<file path="src/rtl/jpeg_pkg.sv">
// Shared JPEG block constants: zigzag scan table, block geometry, coefficient pair type.
package jpeg_pkg;

    localparam int COEF_W    = 16;
    localparam int BLK_BEATS = 32;

    typedef logic signed [1:0][COEF_W-1:0] coef_pair_t;

    typedef enum logic {
        RD_IDLE = 1'b0,
        RD_RUN  = 1'b1
    } rd_state_t;

    // Entry p is the raster index of zigzag position p.
    localparam logic [5:0] ZZ_LUT [0:63] = '{
        6'd0,  6'd1,  6'd8,  6'd16, 6'd9,  6'd2,  6'd3,  6'd10,
        6'd17, 6'd24, 6'd32, 6'd25, 6'd18, 6'd11, 6'd4,  6'd5,
        6'd12, 6'd19, 6'd26, 6'd33, 6'd40, 6'd48, 6'd41, 6'd34,
        6'd27, 6'd20, 6'd13, 6'd6,  6'd7,  6'd14, 6'd21, 6'd28,
        6'd35, 6'd42, 6'd49, 6'd56, 6'd57, 6'd50, 6'd43, 6'd36,
        6'd29, 6'd22, 6'd15, 6'd23, 6'd30, 6'd37, 6'd44, 6'd51,
        6'd58, 6'd59, 6'd52, 6'd45, 6'd38, 6'd31, 6'd39, 6'd46,
        6'd53, 6'd60, 6'd61, 6'd54, 6'd47, 6'd55, 6'd62, 6'd63
    };

    function automatic logic [5:0] zz_addr(input logic [4:0] beat, input logic lane);
        return ZZ_LUT[{beat, lane}];
    endfunction

endpackage

</file>
<file path="src/rtl/zz_block_buf.sv">
// Two 64-entry coefficient banks: paired writes at adjacent indices, two independent reads.
// Reads are combinational; writes land on posedge when we is set.
module zz_block_buf
    import jpeg_pkg::*;
#(
    parameter int DATA_W = COEF_W
) (
    input  logic                   clk,
    input  logic                   we,
    input  logic                   wr_bank,
    input  logic [4:0]             wr_beat,
    input  logic [1:0][DATA_W-1:0] wr_data,
    input  logic                   rd_bank,
    input  logic [5:0]             rd_idx0,
    input  logic [5:0]             rd_idx1,
    output logic [1:0][DATA_W-1:0] rd_data
);

    logic [DATA_W-1:0] mem [0:1][0:63];

    always_ff @(posedge clk) begin
        if (we) begin
            mem[wr_bank][{wr_beat, 1'b0}] <= wr_data[0];
            mem[wr_bank][{wr_beat, 1'b1}] <= wr_data[1];
        end
    end

    always_comb begin
        rd_data    = '0;
        rd_data[0] = mem[rd_bank][rd_idx0];
        rd_data[1] = mem[rd_bank][rd_idx1];
    end

endmodule

</file>
<file path="src/rtl/zigzag_reorder.sv">
// Raster-to-zigzag reorder of 8x8 coefficient blocks through a ping-pong buffer.
// Latency: output beat 0 one cycle after the in_eob beat; no backpressure, en freezes everything.
module zigzag_reorder
    import jpeg_pkg::*;
#(
    parameter int DATA_W = COEF_W
) (
    input  logic                   clk,
    input  logic                   rst_n,
    input  logic                   en,
    input  logic                   in_valid,
    input  logic [1:0][DATA_W-1:0] in_data,
    input  logic                   in_eob,
    input  logic                   in_sob,
    input  logic                   in_sof,
    output logic                   out_valid,
    output logic [1:0][DATA_W-1:0] out_data,
    output logic                   out_eob,
    output logic                   out_sob,
    output logic                   out_sof,
    output logic                   out_err
);

    localparam logic [4:0] LAST_BEAT = 5'(BLK_BEATS - 1);

    logic [4:0]  wr_cnt;
    logic        wr_bank;
    logic        wr_started;
    logic        wr_sof;
    logic [1:0]  full;
    logic [1:0]  blk_sof;

    rd_state_t   rd_state;
    logic [4:0]  rd_cnt;
    logic        rd_bank;

    logic [4:0]  wr_idx;
    logic        beat_ok;
    logic        wr_blocked;
    logic        blk_done;
    logic        err_now;
    logic [1:0]  free_mask;
    logic [1:0]  set_mask;
    logic [1:0]  full_seen;
    logic        rd_last;
    logic        emit;
    logic [4:0]  rd_beat;
    logic [1:0][DATA_W-1:0] rd_data;

    assign wr_idx     = in_sob ? 5'd0 : wr_cnt;
    assign beat_ok    = en & in_valid & (in_sob | wr_started);

    // A bank freed by the reader this cycle is already writable for a completing block.
    assign rd_last    = en & (rd_state == RD_RUN) & (rd_cnt == LAST_BEAT);
    assign free_mask  = rd_last ? (2'b01 << rd_bank) : 2'b00;
    assign full_seen  = full & ~free_mask;
    assign wr_blocked = full_seen[wr_bank];

    assign blk_done   = beat_ok & in_eob & (wr_idx == LAST_BEAT);
    assign set_mask   = (blk_done & ~wr_blocked) ? (2'b01 << wr_bank) : 2'b00;
    assign err_now    = beat_ok & ((in_sob & (wr_cnt != 5'd0)) |
                                   (in_eob ? ((wr_idx != LAST_BEAT) | wr_blocked)
                                           : (wr_idx == LAST_BEAT)));

    assign emit       = en & ((rd_state == RD_RUN) | full[rd_bank]);
    assign rd_beat    = (rd_state == RD_RUN) ? rd_cnt : 5'd0;

    zz_block_buf #(
        .DATA_W (DATA_W)
    ) u_buf (
        .clk     (clk),
        .we      (beat_ok & ~wr_blocked),
        .wr_bank (wr_bank),
        .wr_beat (wr_idx),
        .wr_data (in_data),
        .rd_bank (rd_bank),
        .rd_idx0 (zz_addr(rd_beat, 1'b0)),
        .rd_idx1 (zz_addr(rd_beat, 1'b1)),
        .rd_data (rd_data)
    );

    always_ff @(posedge clk or negedge rst_n) begin
        if (!rst_n) begin
            wr_cnt     <= '0;
            wr_bank    <= 1'b0;
            wr_started <= 1'b0;
            wr_sof     <= 1'b0;
            full       <= '0;
            blk_sof    <= '0;
        end else if (en) begin
            full <= full_seen | set_mask;
            if (beat_ok) begin
                wr_started <= 1'b1;
                if (in_sob) begin
                    wr_sof <= in_sof;
                end
                if (in_eob) begin
                    wr_cnt <= '0;
                end else begin
                    wr_cnt <= wr_idx + 5'd1;
                end
                if (blk_done && !wr_blocked) begin
                    wr_bank          <= ~wr_bank;
                    blk_sof[wr_bank] <= wr_sof;
                end
            end
        end
    end

    always_ff @(posedge clk or negedge rst_n) begin
        if (!rst_n) begin
            rd_state  <= RD_IDLE;
            rd_cnt    <= '0;
            rd_bank   <= 1'b0;
            out_valid <= 1'b0;
            out_data  <= '0;
            out_sob   <= 1'b0;
            out_eob   <= 1'b0;
            out_sof   <= 1'b0;
            out_err   <= 1'b0;
        end else if (en) begin
            out_err   <= err_now;
            out_valid <= emit;
            out_sob   <= emit & (rd_beat == 5'd0);
            out_eob   <= emit & (rd_beat == LAST_BEAT);
            out_sof   <= emit & (rd_beat == 5'd0) & blk_sof[rd_bank];
            if (emit) begin
                out_data <= rd_data;
            end
            case (rd_state)
                RD_IDLE: begin
                    // Beat 0 goes out on the same edge the FSM leaves IDLE.
                    if (full[rd_bank]) begin
                        rd_state <= RD_RUN;
                        rd_cnt   <= 5'd1;
                    end
                end
                RD_RUN: begin
                    if (rd_cnt == LAST_BEAT) begin
                        rd_bank <= ~rd_bank;
                        rd_cnt  <= '0;
                        if (!full[~rd_bank]) begin
                            rd_state <= RD_IDLE;
                        end
                    end else begin
                        rd_cnt <= rd_cnt + 5'd1;
                    end
                end
                default: rd_state <= RD_IDLE;
            endcase
        end
    end

endmodule

</file>
<file path="config.mk">
export PLATFORM = sky130hd
export DESIGN_NAME = zigzag_reorder
export DESIGN_NICKNAME = d
export VERILOG_FILES = /design/src/rtl/jpeg_pkg.sv /design/src/rtl/zz_block_buf.sv /design/src/rtl/zigzag_reorder.sv
export SDC_FILE = /design/constraint.sdc
export NUM_CORES = 2
export LEC_CHECK = 0
export ABC_CLOCK_PERIOD_IN_PS = 4700
export CORE_MARGIN = 4
export CORE_UTILIZATION = 31
export DETAILED_ROUTE_END_ITERATION = 7
export PLACE_DENSITY_LB_ADDON = 0.2
export RECOVER_POWER = 25
export SLEW_MARGIN = 20
export SYNTH_ARGS = -nofsm -noshare
export SYNTH_HDL_FRONTEND = slang
export SYNTH_SLANG_ARGS = --single-unit
</file>
<file path="constraint.sdc">
create_clock -name clk -period 4.7 [get_ports clk]
set_clock_uncertainty 0.1 [all_clocks]
set_input_delay 0.705 -clock clk [delete_from_list [all_inputs] [get_ports clk]]
set_output_delay 0.705 -clock clk [all_outputs]
set_load 0.05 [all_outputs]
</file>
Yosys cells after proc, flatten, opt, wreduce, memory -nomap -nowiden
Memories as Yosys holds them, arrays and structs flattened.
Cells that the tools add are included.

word-level totals
  output and inout port bits = 37
  register bits = 56
  bits in writable memories = 2,048
  word-level logic and storage cells = 2,173
  memory bits (read-only) = 768
  memories = 3

cells by class
  bitwise operators = 1,055
  equality and inequality tests = 5
  shift operators = 2
  add/subtract/negate cells = 2
  mux-type cells = 1,065
  reductions and logical operators = 13
  magnitude comparators = 12

memories
  memory            words  width  read ports  clocked after Yosys merged registers in  wr ports  line                text
  u_buf.mem         2      1,024  1           0                                        1         zz_block_buf.sv:19  logic [DATA_W-1:0] mem [0:1][0:63];
  (name not given)  64     6      1           0                                        0         jpeg_pkg.sv:27      return ZZ_LUT[{beat, lane}];
  (name not given)  64     6      1           0                                        0         jpeg_pkg.sv:27

operator list
  cell                                                                   count
  1024-bit two-way mux                                                   2
  1-bit two-way mux                                                      1,038
  1-bit OR                                                               1,028
  16-bit binary-select mux with 6-bit select                             2
  16-bit demux with 6-bit select                                         2
  16-bit two-way mux                                                     6
  7-bit greater-or-equal comparator (second input constant)              6
  6-bit inverter with 7-bit output                                       6
  5-bit two-way mux                                                      5
  6-bit two-way mux                                                      4
  5-bit == test (second input constant)                                  3
  1-bit bitwise AND                                                      14
  7-bit by 1-bit < comparator with 1-bit output (second input constant)  2
  5-bit by 1-bit adder with 5-bit output (second input constant)         2
  5-bit case mux with 2 select lines                                     1
  3-bit AND reduction                                                    3
  1-bit by 2-bit < comparator with 1-bit output (second input constant)  3
  2-bit AND reduction                                                    3
  5-bit zero test                                                        1
  5-bit != test (second input constant)                                  1
  5-bit nonzero test                                                     1
  1-bit logical AND                                                      4
  2-bit two-way mux                                                      2
  1-bit inverter                                                         4
  10 further kinds                                                       11

Logic depth before layout (Yosys ltp)
  depth in word-level cells = 12
  mapped depth = 20
  depth with buffers taken out = 11

Cells and area by module
A second synthesis with hierarchy kept.

unflattened totals
  cells, all modules = 5,765
  area, all modules = 103,773.3 um^2

modules (own cells, without submodules)
  module          area an instance (um^2)  sequential area each (um^2)  cells an instance  times used
  zz_block_buf    100,600.2                61,499.0                     5,461              1
  zigzag_reorder  3,173.0                  1,401.3                      304                1

Least setup slack after synthesis
No wires, ideal clock.

  path type = register to register
  from = register rd_cnt[3]
  to = memory u_buf.mem[0][192] in the netlist's numbering, enable pin
  buffers on the path = 5
  slack = -0.429 ns
  data arrival time = 4.568 ns
  cell stages (with the launch flop) = 14
  clock period less this slack = 5.129 ns
  required time = 4.139 ns
  cell sequence = dfrtp_1 buf_6 buf_2 buf_2 and3_1 ha_1 nand3_1 o21ai_0 mux2_2 nor2b_1 buf_2 nand2_1 buf_2 nor3_1

between the ends
  word-level cells in the longest chain between the ends = 12

ends and longest elaborated chain
  element                                                   line                                    text
  from (decl)                                               zigzag_reorder.sv:34                    logic [4:0] rd_cnt;
  from (signal assigned)                                    zigzag_reorder.sv:146                   rd_cnt <= rd_cnt + 5'd1;
  5-bit == test (*)                                         zigzag_reorder.sv:54                    assign rd_last = en & (rd_state == RD_RUN) & (rd_cnt == LAST_BEAT);
  1-bit bitwise AND (*)                                     zigzag_reorder.sv:54
  2-bit two-way mux (*)                                     zigzag_reorder.sv:55                    assign free_mask = rd_last ? (2'b01 << rd_bank) : 2'b00;
  2-bit inverter (*)                                        zigzag_reorder.sv:56                    assign full_seen = full & ~free_mask;
  2-bit bitwise AND (*)                                     zigzag_reorder.sv:56
  1-bit two-way mux (not written as such) (*) (2 in a row)  zigzag_reorder.sv:57                    assign wr_blocked = full_seen[wr_bank];
  1-bit inverter (*)                                        zigzag_reorder.sv:72                    .we (beat_ok & ~wr_blocked),
  1-bit bitwise AND (*)                                     zigzag_reorder.sv:72
  1-bit two-way mux (*)                                     zz_block_buf.sv:22                      if (we) begin
  1024-bit two-way mux (on tied branches)                   zz_block_buf.sv:23, zz_block_buf.sv:24
  1-bit OR (no source line) (*)                             n/a
  to (decl)                                                 zz_block_buf.sv:19

Every way passes the cells marked *; elsewhere a longest branch is shown, timed or not. The select of a mux whose other input is x is not followed.

Final worst setup path
  from = register rd_state
  to = register out_data[6] in the netlist's numbering

between the ends
  word-level cells in the longest chain between the ends = 9

ends and longest elaborated chain
  element                                                 line                   text
  from (decl)                                             zigzag_reorder.sv:33   rd_state_t rd_state;
  from (signal assigned)                                  zigzag_reorder.sv:112  rd_state <= RD_IDLE;
  from (signal assigned)                                  zigzag_reorder.sv:134  rd_state <= RD_RUN;
  from (signal assigned)                                  zigzag_reorder.sv:143  rd_state <= RD_IDLE;
  5-bit two-way mux                                       zigzag_reorder.sv:66   assign rd_beat = (rd_state == RD_RUN) ? rd_cnt : 5'd0;
  6-bit inverter with 7-bit output (not written as such)  jpeg_pkg.sv:27
  memory read 64 x 6 bit                                  n/a
  6-bit two-way mux (not written as such) (2 in a row)    jpeg_pkg.sv:27
  6-bit inverter with 7-bit output (not written as such)  zz_block_buf.sv:30     rd_data[0] = mem[rd_bank][rd_idx0];
  16-bit binary-select mux with 6-bit select              zz_block_buf.sv:30
  16-bit two-way mux (not written as such) (2 in a row)   zz_block_buf.sv:30
  to (signal assigned)                                    zigzag_reorder.sv:128  out_data <= rd_data;
  to (decl)                                               zigzag_reorder.sv:17   output logic [1:0][DATA_W-1:0] out_data,

Parallel ways exist; a longest one is shown, timed or not. The select of a mux whose other input is x is not followed.
A chain may end at the register's enable or synchronous reset.

==> results.txt <==
cell with the most instances after synthesis -> edfxtp_1
Synth area leader -> edfxtp_1
Gate Count Post-Synth -> 6321
Placer Congestion -> 0.882
Slew Limit Headroom -> -1.86
pin count of the biggest net entering global routing -> 97
detailed-route via count -> 65.9k
CP endpoint kind -> flip-flop
Area Overhead vs Synth -> 16.5%
Setup Crit Path Kind -> reg2reg
critical path's most frequent cell -> nand2_1
Max Freq -> 217 MHz
Detailed Place HPWL -> 267000 um
vias in the first global route -> 67.1k
total negative slack -> 0 ns
fillers -> 31.8k
critical path cell sequence -> nand2_1 > inv_1 > ha_1 > nand3b_1 > and4_1 > nor2_8 > buf_12 > buf_6 > mux4_2 > nand2_1 > a31oi_1 > buf_4 > nand4_1 > o211ai_1
list of most frequent post-synthesis cells -> edfxtp_1 (2048), mux4_2 (815), mux2_2 (619)
largest family of logic cells by synthesized area -> multiplexers
worst min path class -> reg2reg
type of element launching the critical path -> flip-flop
Distinct cells, synth -> 79
Post-synth EDFFs -> 2048
Seq pwr share -> 0.508
global-route wire length before repair -> 545000 um
fin crit share -> 0.981
CP peak stage delay -> 0.59 ns
status -> complete, but fails checks
Clk pwr share -> 0.461
Mean Syn Cell Area -> 16.6 um2
total grt overflow -> 0
cts bufs inserted -> 234
drt drc -> 0
largest fanout on the critical path -> 46
Detail Route Antenna Nets -> 0
Std-Cell Rows -> 213
CP required -> 5.37 ns
drt first pass iters -> 6
syn nets -> 6375
initial core utilization -> 0.311
asr flop ratio synth -> 0.0266
Net Sw Power -> 8.83 mW
Compound-Gate Fraction of Synth Area -> 0.0497
Pint -> 31.9 mW
Slew Viols, Final -> 1237
clk slew on worst S/H paths -> 0.06 ns
core area -> 0.337 mm2
root buf cell -> clkbuf_16
Leak -> 38.1 nW
Post-CTS Setup Bufs -> 0
Avg Vias per Cell -> 5.81
RSZ-0062 raised after global routing -> no
CTS sink cnt -> 2104
FF+latch area -> 0.0629 mm2
post-synthesis mux area share -> 0.275
XOR/XNOR share of the synthesized area -> 0.000501
DRC marker count from the first detailed-route iteration -> 7334
Top FF cell, synth -> edfxtp_1
Port Buffers -> 75
WL/cell -> 34.8 um
Nets -> 6665
Die Ht -> 590 um
slowest stage cell, crit path -> nand4_1
final-report setup violation count -> 0
Sw Ratio -> 0.217
CTS tree -> yes
sequential share of the synthesized area -> 0.600
failing checks -> max-capacitance violations, max-slew violations
measured slew at the worst slew-check pin -> 4.28 ns
Post-Place Setup Slack -> -0.0961 ns
layout cells sized above 1 -> 0.366
Hold Fails Final Rpt -> 0
die area -> 0.348 mm2
Hold Slack -> 0.376 ns
Comb pwr share -> 0.030
worst vdd ir -> 295 uV
WL final -> 395000 um
Multi-input gate area -> 0.0399 mm2
GRT Util Overall -> 0.221
Post-Synth Simple-Gate Area -> 0.0466
Bufs on Longest Clock Path -> 4
fin crit period -> 4.61 ns
Synth area leaders -> edfxtp_1 (59%), mux4_2 (18%), mux2_2 (6.6%)
Worst Path Arrival -> 5.28 ns
share of the synthesized area in the top cell type -> 0.586
io pins -> 76
Die X-Extent -> 590 um
Pwr per Cell Area -> 334 mW/mm2
CTS H-tree depth -> 4
post-synthesis adder-cell area fraction -> 0.00179
initial antenna violation count -> 46
clock latency on the worst-skew pair -> 0.92 ns
YS warnings -> 0
fin worst setup slack -> 0.0903 ns
Post-Synthesis Cell Area -> 0.105 mm2
post-synthesis register bit count -> 2104
Max-Cap Viols -> 28
## area by class of cell
| type | instances | share of cell area |
|---|---|---|
| diodes | 18 | 0.000369 |
| well taps | 4515 | 0.0462 |
| inverters | 17 | 0.000543 |
| multi-input cells | 3617 | 0.327 |
| flip-flops and latches | 2104 | 0.515 |
| clock buffers | 294 | 0.0512 |
| clock inverters | 141 | 0.0119 |
| repair buffers | 637 | 0.0483 |
## kinds of logic after synthesis
group,Yosys count
multiplexers,1790
AND/OR/NAND/NOR,1082
adder cells (fa/ha/maj),15
flip-flops,2104
buffers and inverters,600
AO/OA/AOI/OAI,724
XOR/XNOR,6
## state kept, by name, summed over array words and instances, names as in the netlist
| name | count |
|---|---|
| blk_sof | 2 |
| rd_cnt | 5 |
| wr_started | 1 |
| out_sob | 1 |
| wr_cnt | 5 |
| out_sof | 1 |
| full | 2 |
| out_eob | 1 |
| wr_bank | 1 |
| wr_sof | 1 |
| u_buf.mem | 2048 |
| rd_bank | 1 |
| out_valid | 1 |
| out_data | 32 |
| out_err | 1 |
| rd_state | 1 |
## power groups by stage
stage,combinational [mW],sequential (mW),clock (mW)
after floorplan,0.530,21.1,0
after global placement,1.21,21.1,0
after detailed placement,1.23,21.1,0
after CTS,1.23,20.7,19.1
after global routing,1.30,20.7,19.9
final,1.24,20.7,18.8
## metal layers
layer,track usage,routed length [um]
met1,0.295,160000
met3,0.0331,27000
met5,0,62
met2,0.370,192000
met4,0.0725,14900
## cell usage in the layout (no fill, tap or decap), drive strengths merged, types with 78 or more instances in the layout
master / instances
mux2: 619
mux2i: 356
nand2: 526
nor2: 150
a211oi: 81
nand3: 152
clkbuf: 335
edfxtp: 2048
mux4: 815
clkinv: 99
o22ai: 174
o211ai: 78
buf: 552
## worst max-delay path: cells and delay by family, from the launching register on
family | cells | cell delay, ns
adder cells (fa/ha/maj) | 1 | 0.35
flip-flops | 1 | 0.38
buffers and inverters | 4 | 0.97
multiplexers | 1 | 0.22
AND/OR/NAND/NOR | 6 | 1.60
AO/OA/AOI/OAI | 2 | 0.72
## metrics by stage
stage | total power, mW | instances | area [um2] | util
CTS | 41.0 | 11322 | 122000 | 0.363
global route | 41.9 | 11331 | 122000 | 0.363
finish | 40.7 | 11343 | 122000 | 0.363
detailed placement | 22.3 | 10887 | 114000 | 0.340
global placement | 22.3 | 10887 | 114000 | 0.340
floorplan | 21.6 | 6321 | 105000 | -
## timing repair
item                                    4_1_cts  5_1_grt
pin swaps                                     3        3
gates resized for setup                       5        6
hold endpoints to repair                     29        0
hold buffers                                  1        0
endpoints found under the setup margin        6        5
## final timing paths
kind / end / cells past startpoint / slack [ns] / from
max: out_data[6] / 14 / 0.09 / rd_state
min: wr_started / 1 / 0.38 / wr_started
max reg2reg: out_data[6] / 14 / 0.09 / rd_state
min reg2reg: wr_started / 1 / 0.38 / wr_started
max in group asynchronous: out_data[7] / 3 / 1.11 / rst_n
min in group asynchronous: out_data[21] / 2 / 1.07 / rst_n
No activity file was read; power rests on OpenSTA's default activity.
